$ cat src/rtl/adder_arbiter.sv
// Round-robin arbiter feeding a single-slot registered adder.
// One granted requester per cycle; result held until out_ready and retired with no bubble.
module adder_arbiter #(
    parameter int WIDTH = 32,
    parameter int NREQ  = 4,
    localparam int IDW  = $clog2(NREQ)
) (
    input  logic                    clk,
    input  logic                    rst,
    input  logic [NREQ-1:0]         req,
    input  logic [NREQ*WIDTH-1:0]   req_in1,
    input  logic [NREQ*WIDTH-1:0]   req_in2,
    output logic [NREQ-1:0]         gnt,
    output logic                    out_valid,
    input  logic                    out_ready,
    output logic [WIDTH-1:0]        out_sum,
    output logic                    out_carry,
    output logic [IDW-1:0]          out_id
);

    generate
        if (NREQ < 2 || NREQ > 8) begin : g_bad_nreq
            $error("adder_arbiter: NREQ must be in 2..8");
        end
    endgenerate

    typedef enum logic {EMPTY = 1'b0, FULL = 1'b1} state_e;

    state_e           state_q, state_d;
    logic [WIDTH-1:0] sum_q, sum_d;
    logic             carry_q, carry_d;
    logic [IDW-1:0]   id_q, id_d;
    logic [IDW-1:0]   ptr_q, ptr_d;

    logic             slot_free;
    logic             found;
    logic [IDW-1:0]   gidx;
    int               rr_idx;
    logic [WIDTH-1:0] op_a, op_b;
    logic [WIDTH:0]   sum_full;

    assign slot_free = (state_q == EMPTY) || out_ready;

    // Scan from ptr upward with wrap; the first asserted request wins.
    always_comb begin
        found  = 1'b0;
        gidx   = '0;
        rr_idx = 0;
        gnt    = '0;
        if (!rst && slot_free) begin
            for (int k = 0; k < NREQ; k++) begin
                rr_idx = int'(ptr_q) + k;
                if (rr_idx >= NREQ) rr_idx = rr_idx - NREQ;
                if (!found && req[rr_idx[IDW-1:0]]) begin
                    found = 1'b1;
                    gidx  = rr_idx[IDW-1:0];
                end
            end
        end
        if (found) gnt[gidx] = 1'b1;
    end

    assign op_a     = req_in1[gidx*WIDTH +: WIDTH];
    assign op_b     = req_in2[gidx*WIDTH +: WIDTH];
    assign sum_full = {1'b0, op_a} + {1'b0, op_b};

    always_comb begin
        state_d = state_q;
        sum_d   = sum_q;
        carry_d = carry_q;
        id_d    = id_q;
        ptr_d   = ptr_q;
        case (state_q)
            EMPTY: if (found) state_d = FULL;
            FULL:  if (out_ready) state_d = found ? FULL : EMPTY;
            default: state_d = EMPTY;
        endcase
        // A grant implies the slot is free, so loading here never overwrites an unaccepted result.
        if (found) begin
            sum_d   = sum_full[WIDTH-1:0];
            carry_d = sum_full[WIDTH];
            id_d    = gidx;
            ptr_d   = (int'(gidx) == NREQ - 1) ? '0 : gidx + IDW'(1);
        end
    end

    always_ff @(posedge clk) begin
        if (rst) begin
            state_q <= EMPTY;
            sum_q   <= '0;
            carry_q <= 1'b0;
            id_q    <= '0;
            ptr_q   <= '0;
        end else begin
            state_q <= state_d;
            sum_q   <= sum_d;
            carry_q <= carry_d;
            id_q    <= id_d;
            ptr_q   <= ptr_d;
        end
    end

    assign out_valid = (state_q == FULL);
    assign out_sum   = sum_q;
    assign out_carry = carry_q;
    assign out_id    = id_q;

endmodule

$ cat config.mk
export PLATFORM = sky130hd
export DESIGN_NAME = adder_arbiter
export DESIGN_NICKNAME = d
export VERILOG_FILES = /design/src/rtl/adder_arbiter.sv
export SDC_FILE = /design/constraint.sdc
export NUM_CORES = 1
export LEC_CHECK = 0
export ABC_AREA = 1
export CORE_UTILIZATION = 37
export DETAILED_ROUTE_END_ITERATION = 8
export GPL_TIMING_DRIVEN = 0
export PLACE_DENSITY = 0.73
export RECOVER_POWER = 100
export SLEW_MARGIN = 20
export SYNTH_ARGS = -nofsm -noshare
export SYNTH_HDL_FRONTEND = slang
export SYNTH_SLANG_ARGS = --single-unit
$ cat constraint.sdc
create_clock -name clk -period 4.4 [get_ports clk]
set_input_delay 0.44 -clock clk [delete_from_list [all_inputs] [get_ports clk]]
set_output_delay 0.44 -clock clk [all_outputs]
set_load 0.02 [all_outputs]
==> out/results.tsv <==
metric	value	unit
cts_hold_buffers	0	
timing.critical_path.slowest_stage_cell	sky130_fd_sc_hd__clkdlybuf4s50_1	
max_clock_freq	0.2483	GHz
drive_above_1_share	0.05141	
core_area	0.01676	sq mm
synth_top_cells_by_area	sky130_fd_sc_hd__nand2_1 (26%), sky130_fd_sc_hd__nand3_1 (23%), sky130_fd_sc_hd__dfxtp_1 (12%)	
drc	0	
insertion_delay	0.29	ns
final_net_count	1855	
synth_top_flop_cell	sky130_fd_sc_hd__dfxtp_1	
final_min_period_over_clock_period	0.9154	
clk_root_buffer_cell	sky130_fd_sc_hd__clkbuf_16	
yosysWarnings	0	
required	4.59	ns
cts_inserted_buffers	5	
post_drt_wl_per_cell	16.20	microns
regToRegSetupSlack	0.52	ns
worst_slew_pin_slew	0.6641	ns
top_area_cell_type_share_of_the_netlist_area	0.2560	
rows	47	
cts_tree	built	
timing.critical_path.to_type	flip-flop	
post_synth_most_frequent_cells	sky130_fd_sc_hd__nand2_1 (439), sky130_fd_sc_hd__nand3_1 (293), sky130_fd_sc_hd__inv_1 (174)	
maxCapViolCount	0	
cellLeakagePower	0.005241	uW
fin_skew	0.002499	ns
worst_vdd_rail_ir_drop	0.2691	mV
cp_common_cell	sky130_fd_sc_hd__nand2_1	
grt_util_all_layers	0.3180	
setup.worst_path.start_class	input port	
grt_antenna_before_repair	4	
grt_start_max_net_pins	13	
clock_tree.buffer_depth	2	
vias_per_cell	5.056	
min-delay-path-class	reg -> reg	
gp_congestion	0.9730	
postSynthNetCount	1545	
number_of_different_library_cells_in_the_post_synthesis_netlist	28	
ys_seq_area_frac	0.1182	
clock-sinks	38	
final.setup.tns	0	ns
synth.largest_area_cell	sky130_fd_sc_hd__nand2_1	
totalWireLength	28.84	mm
final.min_clock_period	4.028	ns
final_number_of_hold_violating_endpoints	0	
dpl.hpwl	24.57	mm
finalSetupViolCount	0	
via_count	9000	
gr-total-overflow	0	
port-buffer-count	302	
fp.dieW	133.9	microns
postSynthRegisterBits	38	
htree_num_levels	2	
total_die_area	0.01793	sq mm
first_pass_iters	5	
synth_edf_count	0	
synthArstFlopShare	0	
relSlewSlack	0.5572	
drt_first_iter_violations	639	
final_antenna_net_count	0	
die_y	133.9	microns
clkTransAtPathRegs	0.06	ns
grt_pass1_vias	8645	
final_max_slew_violation_count	0	
synthesis.instances	1245	
area_growth_syn_to_layout	53.79	%
io_pins	303	
yosys.cell_count.top_type	sky130_fd_sc_hd__nand2_1	
criticalPathCategory	in -> reg	
max_stage_delay	0.43	ns
initial_utilization	0.3840	
result_of_the_run	finished clean	
path_max_fanout	10	
arrival_time_at_the_worst_endpoint	4.22	ns
power_per_cell_area	480.8	mW/mm^2
design_power_total	4759	uW
synth.avg_cell_area	5.170	sq um
syn_area	0.006436	sq mm
setup_repair_after_global_routing_missed_its_margin	no	
first_pass_grt_wire_length	44.29	mm
-- cells in the final DEF (no fill, tap or decap), types with 10 or more instances in the layout --
cell / synthesis / routed
sky130_fd_sc_hd__a21oi_1: 40 / 40
sky130_fd_sc_hd__buf_2: 45 / 43
sky130_fd_sc_hd__buf_4: 14 / 15
sky130_fd_sc_hd__clkbuf_1: 8 / 10
sky130_fd_sc_hd__clkdlybuf4s50_1: 0 / 262
sky130_fd_sc_hd__dfxtp_1: 38 / 38
sky130_fd_sc_hd__dlygate4sd3_1: 0 / 40
sky130_fd_sc_hd__ha_1: 36 / 36
sky130_fd_sc_hd__inv_1: 174 / 174
sky130_fd_sc_hd__nand2_1: 439 / 440
sky130_fd_sc_hd__nand3_1: 293 / 293
sky130_fd_sc_hd__nand3b_1: 28 / 28
sky130_fd_sc_hd__nor2_1: 50 / 50
sky130_fd_sc_hd__o21ai_0: 33 / 33
sky130_fd_sc_hd__xnor2_1: 10 / 10
-- sequential cells by signal, summed over array words and instances (netlist names) --
name and cells:
out_carry 1, out_valid 1, ptr_q 2, out_sum 32, out_id 2
-- cell families (layout without fill, tap and decap cells) --
logic type | after synthesis | after routing | synth area share
AO/OA/AOI/OAI | 77 | 77 | 0.06143
buffers and inverters | 250 | 561 | 0.1639
other | 0 | 4 | 0
AND/OR/NAND/NOR | 831 | 831 | 0.5671
XOR/XNOR | 12 | 12 | 0.01633
flip-flops | 38 | 38 | 0.1182
adder cells (fa/ha/maj) | 37 | 37 | 0.07309
-- per-layer routing --
metal / routed length (microns) / part of all wire / track usage
met5: 0 / 0 / 0
met4: 1214 / 0.042 / 0.1263
met3: 1972 / 0.068 / 0.04875
met2: 13830 / 0.48 / 0.5633
met1: 11830 / 0.41 / 0.3820
-- final timing paths --
kind | start | to | cells past startpoint
worst max-delay path | req[1] | out_sum[26] | 29
worst min-delay path | out_sum[0] | out_sum[0] | 2
worst max register to register | ptr_q[0] | out_sum[26] | 28
worst min register to register | out_sum[0] | out_sum[0] | 2
-- repair_timing --
item,in CTS,in global routing
setup endpoints to repair,0,1
gates resized for setup,0,0
endpoints found under the hold margin,0,0
buffers inserted,0,1
-- power by group --
group | total, uW | switching, uW | internal, uW
Clock | 370 | 146 | 224
Sequential | 558 | 70.4 | 487
Combinational | 3830 | 2410 | 1420
Total | 4760 | 2630 | 2130
-- final cells by class --
| class | instances | area (sq um) |
|---|---|---|
| Clock buffer | 6 | 138.9 |
| Antenna cell | 4 | 10.01 |
| Buffer | 68 | 369.1 |
| Timing Repair Buffer | 303 | 3030 |
| Multi-Input combinational cell | 957 | 4618 |
| Sequential cell | 38 | 760.7 |
| Fill cell | 1777 | 6862 |
| Inverter | 182 | 683.2 |
| Clock inverter | 2 | 12.51 |
| Tap cell | 220 | 275.3 |
-- critical path, delay by kind of cell --
kind,cells,cell delay [ns]
and+or+nand+nor,20,1.99
buffers and inverters,7,1.09
adders and majority gates,2,0.69
-- through the flow --
step           worst slack, ns  instance area [sq um]    util  hold slack, ns  instances
6_report                0.3721                   9898  0.5906          0.4599       1780
5_1_grt                0.02636                   9898  0.5906          0.4730       1780
3_3_place_gp            0.1456                   9734  0.5808          0.4524       1767
4_1_cts                 0.3851                   9886  0.5898          0.4661       1775
3_5_place_dp            0.1102                   9734  0.5808          0.4571       1767
2_1_floorplan            1.258                   6436       -          0.5076       1245
No activity file was read; power rests on OpenSTA's default activity.
